**config.mk**
```make
export PLATFORM = sky130hd
export DESIGN_NAME = fetch_unit_flat
export DESIGN_NICKNAME = d
export VERILOG_FILES = /design/src/rtl/fetch_unit_pkg.sv /design/src/rtl/fetch_unit_if.sv /design/src/rtl/fetch_fifo.sv /design/src/rtl/fetch_unit.sv /design/src/flat_wrapper.sv
export SDC_FILE = /design/constraint.sdc
export NUM_CORES = 1
export LEC_CHECK = 0
export BUFFER_PORTS_ARGS = -buffer_cell sky130_fd_sc_hd__buf_2
export CORE_MARGIN = 2
export CORE_UTILIZATION = 44
export CTS_CLUSTER_DIAMETER = 80
export DETAILED_ROUTE_END_ITERATION = 8
export PLACE_DENSITY_LB_ADDON = 0.08
export SYNTH_ARGS = -nofsm -noshare
export SYNTH_HDL_FRONTEND = slang
export SYNTH_SLANG_ARGS = --single-unit
```
**constraint.sdc**
```tcl
create_clock -name clk -period 4.5 [get_ports clk]
set_input_delay 0.225 -clock clk [delete_from_list [all_inputs] [get_ports clk]]
set_output_delay 0.225 -clock clk [all_outputs]
set_load 0.03 [all_outputs]
```
**src/rtl/fetch_unit_pkg.sv**
```systemverilog
// Shared CPU constants and the fetch entry bundle.
package fetch_unit_pkg;

  localparam int ADDR_W  = 12;
  localparam int INSTR_W = 16;

  localparam logic [ADDR_W-1:0] CPU_RESET_PC = 12'h000;

  typedef struct packed {
    logic [ADDR_W-1:0]  addr;
    logic [INSTR_W-1:0] data;
  } fetch_entry_t;

endpackage

```
**src/rtl/fetch_unit_if.sv**
```systemverilog
// Fetch-to-decode valid/ready handshake.
interface fetch_unit_if;
  import fetch_unit_pkg::*;

  logic               instr_valid;
  logic [INSTR_W-1:0] instr_data;
  logic [ADDR_W-1:0]  instr_addr;
  logic               instr_ready;

  modport master (
    output instr_valid,
    output instr_data,
    output instr_addr,
    input  instr_ready
  );

  modport slave (
    input  instr_valid,
    input  instr_data,
    input  instr_addr,
    output instr_ready
  );

endinterface

```
**src/rtl/fetch_fifo.sv**
```systemverilog
// Prefetch FIFO: flush, simultaneous push/pop, registered valid.
module fetch_fifo
  import fetch_unit_pkg::*;
#(
  parameter int DEPTH = 2
) (
  input  logic         clk,
  input  logic         reset,
  input  logic         flush,
  input  logic         push,
  input  logic         pop,
  input  fetch_entry_t wdata,
  output fetch_entry_t head,
  output logic         valid,
  output logic         full
);

  localparam int PW = (DEPTH > 1) ? $clog2(DEPTH) : 1;
  localparam int CW = $clog2(DEPTH + 1);

  fetch_entry_t    mem [DEPTH];
  logic [PW-1:0]   wr_ptr;
  logic [PW-1:0]   rd_ptr;
  logic [CW-1:0]   count;
  logic [CW-1:0]   count_nx;

  always_comb begin
    count_nx = count;
    unique case (1'b1)
      flush:                    count_nx = '0;
      !flush && push && !pop:   count_nx = count + CW'(1);
      !flush && !push && pop:   count_nx = count - CW'(1);
      default:                  count_nx = count;
    endcase
  end

  always_ff @(posedge clk or posedge reset) begin
    if (reset) begin
      wr_ptr <= '0;
      rd_ptr <= '0;
      count  <= '0;
      valid  <= 1'b0;
      for (int i = 0; i < DEPTH; i++)
        mem[i] <= '0;
    end else begin
      count <= count_nx;
      valid <= (count_nx != '0);
      if (flush) begin
        wr_ptr <= '0;
        rd_ptr <= '0;
      end else begin
        if (push) begin
          mem[wr_ptr] <= wdata;
          wr_ptr      <= wr_ptr + PW'(1);
        end
        if (pop)
          rd_ptr <= rd_ptr + PW'(1);
      end
    end
  end

  assign head = mem[rd_ptr];
  assign full = (count == CW'(DEPTH));

endmodule

```
**src/rtl/fetch_unit.sv**
```systemverilog
// Instruction fetch front end: PC, prefetch FIFO, redirects.
// Optional FETCH_PERF_EN adds push and stall counters.
module fetch_unit
  import fetch_unit_pkg::*;
#(
  parameter int                DEPTH    = 2,
  parameter logic [ADDR_W-1:0] RESET_PC = CPU_RESET_PC
) (
  input  logic               clk,
  input  logic               reset,
  output logic [ADDR_W-1:0]  code_address,
  input  logic [INSTR_W-1:0] instruction,
  fetch_unit_if.master       dec,
  input  logic               redirect_valid,
  input  logic [ADDR_W-1:0]  redirect_target
`ifdef FETCH_PERF_EN
  ,
  output logic [31:0]        perf_fetched,
  output logic [31:0]        perf_stall
`endif
);

  logic [ADDR_W-1:0] pc;
  logic              push;
  logic              pop;
  logic              full;
  fetch_entry_t      wdata;
  fetch_entry_t      head;

  assign pop  = dec.instr_valid && dec.instr_ready;
  // A dequeue frees a slot in the same cycle, keeping 1/cycle throughput.
  assign push = !redirect_valid && (!full || pop);

  always_ff @(posedge clk or posedge reset) begin
    if (reset)
      pc <= RESET_PC;
    else if (redirect_valid)
      pc <= redirect_target;
    else if (push)
      pc <= pc + ADDR_W'(1);
  end

  assign code_address = pc;
  assign wdata.addr   = pc;
  assign wdata.data   = instruction;

  fetch_fifo #(
    .DEPTH (DEPTH)
  ) u_fifo (
    .clk   (clk),
    .reset (reset),
    .flush (redirect_valid),
    .push  (push),
    .pop   (pop),
    .wdata (wdata),
    .head  (head),
    .valid (dec.instr_valid),
    .full  (full)
  );

  assign dec.instr_data = head.data;
  assign dec.instr_addr = head.addr;

`ifdef FETCH_PERF_EN
  always_ff @(posedge clk or posedge reset) begin
    if (reset) begin
      perf_fetched <= '0;
      perf_stall   <= '0;
    end else begin
      if (push)
        perf_fetched <= perf_fetched + 32'd1;
      if (dec.instr_valid && !dec.instr_ready)
        perf_stall <= perf_stall + 32'd1;
    end
  end
`endif

endmodule
```
**src/flat_wrapper.sv**
```systemverilog
// flat-port wrapper written by rule: the top's interface ports become plain ports
module fetch_unit_flat import fetch_unit_pkg::*;
#(
  parameter int                DEPTH    = 2,
  parameter logic [ADDR_W-1:0] RESET_PC = CPU_RESET_PC
)
  (clk, reset, code_address, instruction, redirect_valid, redirect_target, dec_instr_valid, dec_instr_data, dec_instr_addr, dec_instr_ready);
  fetch_unit_if dec_i ();
  input  logic clk;
  input  logic reset;
  output logic [ADDR_W-1:0] code_address;
  input  logic [INSTR_W-1:0] instruction;
  input  logic redirect_valid;
  input  logic [ADDR_W-1:0] redirect_target;
  output wire logic [$bits(dec_i.instr_valid)-1:0] dec_instr_valid;
  output wire logic [$bits(dec_i.instr_data)-1:0] dec_instr_data;
  output wire logic [$bits(dec_i.instr_addr)-1:0] dec_instr_addr;
  input wire logic [$bits(dec_i.instr_ready)-1:0] dec_instr_ready;
  assign dec_instr_valid = dec_i.instr_valid;
  assign dec_instr_data = dec_i.instr_data;
  assign dec_instr_addr = dec_i.instr_addr;
  assign dec_i.instr_ready = dec_instr_ready;
  fetch_unit #(.DEPTH(DEPTH), .RESET_PC(RESET_PC)) u_core (.clk(clk), .reset(reset), .code_address(code_address), .instruction(instruction), .dec(dec_i), .redirect_valid(redirect_valid), .redirect_target(redirect_target));
endmodule
```
==> results of run 1 <==
==> flip-flops by register name, indices dropped and copies added, names as in the netlist <==
signal	flops
u_core.u_fifo.mem	56
u_core.u_fifo.wr_ptr	1
u_core.u_fifo.count	2
u_core.code_address	12
u_core.u_fifo.rd_ptr	1
u_core.u_fifo.valid	1
==> final cells by class <==
cell class                      instances  share of cell area [%]
Clock buffer                           10                   3.093
Clock inverter                          6                   2.213
Inverter                                4                  0.3639
Multi-Input combinational cell        160                   37.69
Sequential cell                        73                   44.27
Tap cell                              102                   3.093
Timing Repair Buffer                   75                   9.278
==> per-layer routing <==
metal  vias up  wire length, um  global-route usage, %
li1       1038                -                      -
met3         9              299                  4.674
met4         0              123                  6.985
met5         -                0                      0
met2        49             3089                  25.96
met1      1097             3368                  23.75
==> stage by stage <==
| step | setup slack, ns | utilization (%) |
|---|---|---|
| floorplan | 2.422 | - |
| global placement | 2.387 | 50.57 |
| detailed placement | 2.357 | 50.57 |
| CTS | 2.331 | 53.40 |
| global route | 2.243 | 53.40 |
| finish | 2.355 | 53.40 |
==> cell usage in the layout, fill, tap and decap left out, types with 3 or more instances in the layout <==
master and count:
xor2_1 4, clkbuf_8 9, a2111oi_2 4, mux2_4 20, buf_4 3, nor2_1 3, nand4_1 4, o21ai_0 10
nand2_1 15, xnor2_1 9, buf_2 72, a21oi_1 3, mux2_2 66, nand3_1 5, inv_1 3, a211oi_1 4
dfrtp_1 73
==> worst max path at each step <==
stage                                      start                endpoint  slack [ns]
final                     u_core.u_fifo.count[1]   u_core.u_fifo.mem[21]        2.35
after global routing      u_core.u_fifo.count[1]   u_core.u_fifo.mem[21]        2.24
after CTS                 u_core.u_fifo.count[1]   u_core.u_fifo.mem[21]        2.33
after detailed placement  u_core.u_fifo.count[1]   u_core.u_fifo.mem[21]        2.36
after global placement    u_core.u_fifo.count[1]   u_core.u_fifo.mem[25]        2.39
after floorplan                            reset  u_core.code_address[0]        2.42
==> logic make-up (layout without fill, tap and decap cells) <==
logic type	Yosys count	in the layout
AO/OA/AOI/OAI	23	23
XOR/XNOR	13	13
adder cells (fa/ha/maj)	1	1
buffers and inverters	20	95
flip-flops	73	73
multiplexers	88	88
AND/OR/NAND/NOR	35	35
==> power by group <==
group / internal [mW] / leakage [nW] / switching (mW)
Sequential: 0.876 / 0.868 / 0.146
Clock: 0.315 / 0.111 / 0.253
Combinational: 0.422 / 0.866 / 0.467
==> worst max-delay path: cells and delay by family, from the launching register on <==
family	cells	cell delay, ns
DFF	1	0.63
muxes	1	0.41
and+or+nand+nor	2	0.98
==> flow_summary.ini, run 1 <==
[worst_setup_path]
crit_path_start_kind = register
r2r_start = u_core.u_fifo.count[1]
endpoint_kind = register
rr_worst_depth = 3
crit_chain = nand2_4 -> and3b_2 -> mux2_2
cpMaxStageDelayCell = and3b_2
r2r_slack_ns = 2.35
crit_required_ns = 4.73
crit_type = register to register
cpPeakStageDelay_ns = 0.79
crit_arrival_ns = 2.38
crit_fanout = 28
r2r-end = u_core.u_fifo.mem[21]

[finish]
synthToLayoutAreaGrowth_pct = 17.16
finalNetCount = 356
fillerInstances = 700
multi_input_area_sq_mm = 0.001555
diodes = 0
fin_area_sq_mm = 0.004126
fin_cells = 430
drive_gt1_share_pct = 56.40
final-seq-area_sq_mm = 0.001827

[synthesis]
synth-main-ff-cell = dfrtp_1
synth_area_sq_mm = 0.003522
syn_inst = 253
yosysWarnings = 0
synth_fa_ha_area_share_pct = 0.3552
synthSimpleGateAreaFrac_pct = 4.902
ys_ff_latch = 73
synth_most_common_cell = dfrtp_1
yosysTopAreaCell = dfrtp_1
synth_async_sr_flop_share_pct = 100.0
yosys-top-cells-area = dfrtp_1 52%, mux2_2 21%, mux2_4 8.5%
muxShareOfSynthArea_pct = 30.20
synth_top_family_by_area = multiplexers
synth_seq_area_share_pct = 51.87
synth_edf_count = 0
synth_nets = 286
synth_top_area_share_pct = 51.87
synthXorXnorAreaFrac_pct = 3.233
post_synth_num_cell_types = 31
synth.top_cells.by_count = 73 x dfrtp_1, 66 x mux2_2, 20 x mux2_4, 15 x nand2_1, 10 x o21ai_0
synth-compound-area-share_pct = 5.435
synth_area_per_cell_sq_um = 13.92

[placement]
postPlaceCellArea_sq_mm = 0.003908
dp_cells = 414
gp_congestion = 0.7463
hpwl_um = 4426
portBuffers = 72

[routing]
drtIter0Drc = 74
viasPerCell = 5.100
first_pass_iters = 4
finalWirelength_um = 6881
drc = 0
vias = 2193
wire_per_inst_um = 16.00
drtAntennaViolNets = 0

[clock_network]
clk_latency_ns = 0.35
cts.path.max_buffers = 2
post-cts-setup-buffer-count = 0
cts_hold_buf = 0
cts_sinks = 73
htreeDepth = 3
cts_made_buffers = 9
cts_tree = yes
path_clk_slew_ns = 0.08
cts_root_buffer = clkbuf_8
ctsResizeCount = 0

[power]
p_leak_nw = 1.844
p_per_area_mw_per_mm2 = 601.1
p_total_mw = 2.480
ir_drop_v = 0.0002766

[timing]
relSlewSlack_pct = 41.39
finalSetupViolCount = 0
grt_setup_unrepaired = false
fin_hold_ws_ns = 0.001804
drv_slew = 0
hold_viol_final = 0
fmax_mhz = 466.1
clock_skew_ns = 0.01014
fin_crit_sh_pct = 47.68
tightest_slew_ns = 0.8792
post-route-min-period_ns = 2.145
setup_tns_ns = 0

[min_path]
hold_class = input port to async pin

[die]
num_rows = 32
start_util_pct = 45.58
chipWidth_um = 93.47
core_sq_mm = 0.007727
dieArea_sq_mm = 0.008737
die_h_um = 93.47
ioPinCount = 73

[flow_run]
maxCapViolCount = 0

[global_routing]
gr-total-overflow = 0
grt_pass1_wl_um = 11500
antenna_found_initial = 0
grt_start_max_net_pins = 40
grt_pass1_vias = 2272
track_usage_pct = 17.29

[run_status]
status = finished, final reports clean
(Power assumes the default switching activity.)
==> inputs of run 2 (changes only) <==
==> constraint.sdc (replaced) <==
create_clock -name clk -period 1.9 [get_ports clk]
set_input_delay 0.095 -clock clk [delete_from_list [all_inputs] [get_ports clk]]
set_output_delay 0.095 -clock clk [all_outputs]
set_load 0.03 [all_outputs]
==> run 2 against run 1 <==
Largest power group unchanged. Sequential power increased by 130%. Largest cell class unchanged. Clock power increased by 140%. Sequential cell count unchanged. Highest routed layer unchanged.
==> flow_summary.ini, run 2 (synthesized netlist as in run 1, its figures left out) <==
[run_status]
status = finished, final reports clean

[global_routing]
grt_pass1_wl_um = 11720
antenna_found_initial = 0
grt_start_max_net_pins = 30
gr-total-overflow = 0
grt_pass1_vias = 2347
track_usage_pct = 17.45

[power]
p_leak_nw = 2.010
p_per_area_mw_per_mm2 = 1322
p_total_mw = 5.997
ir_drop_v = 0.0005499

[clock_network]
cts_tree = yes
cts_sinks = 73
cts.path.max_buffers = 2
post-cts-setup-buffer-count = 0
clk_latency_ns = 0.34
path_clk_slew_ns = 0.08
htreeDepth = 3
cts_made_buffers = 9
cts_root_buffer = clkbuf_8

[routing]
vias = 2307
wire_per_inst_um = 15.48
drtAntennaViolNets = 0
finalWirelength_um = 7243
viasPerCell = 4.929
drc = 0
first_pass_iters = 4
drtIter0Drc = 96

[worst_setup_path]
crit_arrival_ns = 1.95
crit_family = flip-flops
crit_chain = a21oi_4 -> nand2_4 -> and3b_2 -> buf_12 -> mux2_4
cpPeakStageDelay_ns = 0.43
cp.buffers_inverters = 1
crit_required_ns = 2.12
crit_type = register to register
crit_path_start_kind = register
cpMaxStageDelayCell = dfrtp_1
crit_fanout = 28
endpoint_kind = register

[finish]
finalNetCount = 394
layout_commonest_cell = dfrtp_1
synthToLayoutAreaGrowth_pct = 28.77
postLayoutCoreUtil_pct = 58.69
drive_gt1_share_pct = 53.28
fin_area_sq_mm = 0.004536
fin_cells = 468
multi_input_area_sq_mm = 0.001555
diodes = 0
fillerInstances = 632
largest_register = u_core.u_fifo.mem
final-seq-area_sq_mm = 0.001827
final_cell_mix = 73 x dfrtp_1, 72 x buf_2, 66 x mux2_2
largest_reg_flops = 56

[timing]
fin_crit_sh_pct = 91.00
finalSetupViolCount = 0
clock_skew_ns = 0.01140
hold_viol_final = 0
setup_slack_ns = 0.1709
tightest_slew_ns = 0.5859
setup_tns_ns = 0
fmax_mhz = 578.4
fin_hold_ws_ns = 0.02099
grt_setup_unrepaired = false
post-route-min-period_ns = 1.729
relSlewSlack_pct = 60.86
drv_slew = 0

[die]
start_util_pct = 45.58
die_h_um = 93.47
num_rows = 32
ioPinCount = 73
core_sq_mm = 0.007727
dieArea_sq_mm = 0.008737
chipWidth_um = 93.47

[placement]
hpwl_um = 4764
portBuffers = 72
postPlaceCellArea_sq_mm = 0.004036
gp_congestion = 0.7401
dp_cells = 424
pre_cts_ws_ns = 0.1785

[flow_run]
maxCapViolCount = 0

[min_path]
hold_class = input port to register
## run 2: what timing repair did
action,in CTS,in global routing
gates resized for setup,0,0
hold endpoints to repair,63,0
hold buffers,28,0
## run 2: worst paths after layout
kind	startpoint	end	slack, ns	cells past startpoint
max in group asynchronous	reset	u_core.u_fifo.count[1]	0.82	4
min reg2reg	u_core.u_fifo.mem[19]	u_core.u_fifo.mem[19]	0.51	1
min in group asynchronous	reset	u_core.u_fifo.mem[40]	0.36	3
max reg2reg	u_core.u_fifo.valid	u_core.u_fifo.mem[5]	0.17	5
min	instruction[11]	u_core.u_fifo.mem[11]	0.02	2
max	u_core.u_fifo.valid	u_core.u_fifo.mem[5]	0.17	5
## run 2: routing by layer
layer	part of all wire [%]	up-vias	global-route usage (%)	wire length, um
li1	-	1120	-	-
met1	48	1129	23.98	3490
met2	47	51	27.34	3397
met3	3.7	7	3.223	267
met4	1.2	0	6.985	88
met5	0	-	0	0
## run 2: area by class of cell
class | count | area share [%]
clock buffer | 10 | 2.814
clock inverter | 6 | 2.014
inverter | 4 | 0.4138
multi-input combinational | 160 | 34.29
sequential | 73 | 40.28
tap | 102 | 2.814
timing repair buffer | 113 | 17.38
## run 2: power breakdown
part           internal (mW)  switching (mW)  total [mW]
Clock                  0.745           0.609        1.35
Sequential              2.08           0.315        2.39
Combinational           1.10            1.15        2.25
Total                   3.92            2.08        6.00
## run 2: worst register-to-register path: cells and delay by family (launching register included)
kind / cells / cell delay (ns)
multiplexers: 1 / 0.33
buffers and inverters: 1 / 0.19
AO/OA/AOI/OAI: 1 / 0.32
AND/OR/NAND/NOR: 2 / 0.35
flip-flops: 1 / 0.43
==> inputs of run 3 (changes only) <==
--- a/config.mk
+++ b/config.mk
@@ -5,11 +5,12 @@
 export SDC_FILE = /design/constraint.sdc
 export NUM_CORES = 1
 export LEC_CHECK = 0
-export BUFFER_PORTS_ARGS = -buffer_cell sky130_fd_sc_hd__buf_2
+export ABC_AREA = 1
 export CORE_MARGIN = 2
 export CORE_UTILIZATION = 44
 export CTS_CLUSTER_DIAMETER = 80
 export DETAILED_ROUTE_END_ITERATION = 8
+export DONT_BUFFER_PORTS = 1
 export PLACE_DENSITY_LB_ADDON = 0.08
 export SYNTH_ARGS = -nofsm -noshare
 export SYNTH_HDL_FRONTEND = slang
==> run 3 against run 2 <==
Synthesized cell count rose by 68%. Synthesized area is 2.1% lower. Non-clock buffer count fell by 69. Register-to-register slack improved by 0.24 ns. Highest routed layer unchanged. Sequential power rose by 3%. Power decreased by 2.4%.
==> flow_summary.ini, run 3 <==
[routing]
drtAntennaViolNets = 0
viasPerCell = 4.778
wire_per_inst_um = 13.39
vias = 2709
first_pass_iters = 4
drc = 0
drtIter0Drc = 172
finalWirelength_um = 7590

[power]
p_leak_nw = 2.075
p_per_area_mw_per_mm2 = 1422
p_total_mw = 5.855
ir_drop_v = 0.0007422

[timing]
relSlewSlack_pct = 65.92
setup_slack_ns = 0.2170
finalSetupViolCount = 0
hold_viol_final = 0
clock_skew_ns = 0.009768
tightest_slew_ns = 0.5098
drv_slew = 0
fmax_mhz = 594.2
post-route-min-period_ns = 1.683
fin_crit_sh_pct = 88.58
setup_tns_ns = 0
grt_setup_unrepaired = false

[clock_network]
post-cts-setup-buffer-count = 0
cts_made_buffers = 9
cts_sinks = 73
clk_latency_ns = 0.34
cts_tree = yes
htreeDepth = 3
path_clk_slew_ns = 0.07
cts.path.max_buffers = 2
cts_root_buffer = clkbuf_8

[die]
core_sq_mm = 0.007647
num_rows = 32
ioPinCount = 73
die_h_um = 92.51
chipWidth_um = 92.51
start_util_pct = 45.08
dieArea_sq_mm = 0.008558

[finish]
largest_reg_flops = 56
diodes = 0
drive_gt1_share_pct = 9.892
largest_register = u_core.u_fifo.mem
finalNetCount = 493
layout_commonest_cell = nand2_1
synthToLayoutAreaGrowth_pct = 19.42
fin_area_sq_mm = 0.004116
final_cell_mix = 179 x nand2_1, 73 x dfrtp_1, 40 x inv_1

[worst_setup_path]
worstSetupStartpoint = redirect_valid
crit_type = input port to register
crit_path_start_kind = input port
endpoint_kind = register
crit_required_ns = 2.11
r2r_start = u_core.u_fifo.count[0]
crit_chain = dlygate4sd3_1 -> inv_1 -> nand3_1 -> inv_1 -> nand2_1 -> nand3_1
cpPeakStageDelay_ns = 0.84
cpMaxStageDelayCell = dlygate4sd3_1
crit_fanout = 13
crit_arrival_ns = 1.90

[run_status]
status = finished, final reports clean

[global_routing]
track_usage_pct = 19.70
grt_start_max_net_pins = 74
antenna_found_initial = 0
gr-total-overflow = 0
grt_pass1_wl_um = 13300
grt_pass1_vias = 2758

[placement]
portBuffers = 0
gp_congestion = 0.8591
postPlaceCellArea_sq_mm = 0.003573
pre_cts_ws_ns = 0.3970
hpwl_um = 4792

[synthesis]
yosysTopAreaCell = dfrtp_1
yosysWarnings = 0
synth_seq_area_share_pct = 52.99
synth_nets = 459
synth-main-ff-cell = dfrtp_1
synth_async_sr_flop_share_pct = 100.0
synth_edf_count = 0
synth.top_cells.by_count = 180 x nand2_1, 73 x dfrtp_1, 41 x inv_1, 31 x o21ai_1, 25 x o21ai_0
yosys-top-cells-area = dfrtp_1 53%, nand2_1 20%, o21ai_1 4.5%
synth_area_sq_mm = 0.003447
synth_area_per_cell_sq_um = 8.092
post_synth_num_cell_types = 26
synth_top_area_share_pct = 52.99
ys_ff_latch = 73
syn_inst = 426
synth_most_common_cell = nand2_1

[min_path]
hold_class = input port to register
min_from = dec_instr_ready

[flow_run]
maxCapViolCount = 0
run 3: cell count changes in the layout (fill, tap and decap cells not counted), moves of 8 or more:
| cell | delta |
|---|---|
| buf_2 | -72 |
| inv_1 | +37 |
| mux2_2 | -66 |
| mux2_4 | -20 |
| nand2_1 | +164 |
| nand3_1 | +10 |
| o21ai_0 | +15 |
| o21ai_1 | +31 |
| o21ai_2 | +10 |
| xnor2_1 | -8 |
run 3: repair_timing:
action / in CTS / in global routing
hold endpoints to repair: 120 / 0
gates resized for setup: 0 / 0
hold buffers: 30 / 0
run 3: routing by layer:
metal / GRT usage, % / share of wire (%) / vias to the layer above / wire (um)
met3: 4.150 / 3.9 / 6 / 296
li1: - / - / 1409 / -
met5: 0 / 0 / - / 0
met4: 8.085 / 1.2 / 0 / 93
met1: 26.52 / 49 / 1239 / 3737
met2: 31.08 / 46 / 55 / 3463
run 3: cell families (layout without fill, tap and decap cells):
family / count (synthesis) / count (layout) / synth area share (%)
xor gates and xnor gates: 2 / 2 / 0.5083
DFF: 73 / 73 / 52.99
and+or+nand+nor: 209 / 209 / 23.81
adders and majority gates: 1 / 1 / 0.3629
buffers and inverters: 62 / 101 / 8.820
AOI/OAI and AO/OA: 79 / 79 / 13.50
run 3: final cells by class:
| type | instances | area, sq um |
|---|---|---|
| clock buffers | 9 | 123.9 |
| repair buffers | 44 | 442.9 |
| flip-flops and latches | 73 | 1827 |
| clock inverters | 7 | 118.9 |
| fillers | 760 | 3531 |
| multi-input cells | 291 | 1319 |
| inverters | 41 | 157.7 |
| well taps | 102 | 127.6 |
run 3: worst max-delay path: cells and delay by family:
| kind | cells | cell delay [ns] |
|---|---|---|
| buf+inv | 3 | 1.17 |
| simple gates | 3 | 0.63 |
run 3: per-stage QoR:
stage / utilization [%] / hold slack (ns) / cells
floorplan: - / 0.2238 / 426
global placement: 46.73 / 0.1105 / 521
detailed placement: 46.73 / 0.1115 / 521
CTS: 53.83 / 0.01542 / 567
global route: 53.83 / 0.04089 / 567
finish: 53.83 / 0.03571 / 567
run 3: final timing paths:
check / slack [ns] / depth (start not counted) / end
setup / recovery: 0.22 / 6 / u_core.code_address[6]
hold / removal: 0.04 / 2 / u_core.u_fifo.rd_ptr
setup reg to reg: 0.41 / 4 / u_core.code_address[8]
hold reg to reg: 0.49 / 2 / u_core.u_fifo.mem[6]
max in group asynchronous: 1.24 / 3 / u_core.u_fifo.mem[47]
min in group asynchronous: 0.33 / 3 / u_core.u_fifo.mem[41]
run 3: power breakdown:
group	leakage [nW]	switching, mW	internal (mW)
Combinational	1.05	1.40	0.551
Clock	0.115	0.583	0.872
Sequential	0.908	0.361	2.09
Total	2.07	2.34	3.52
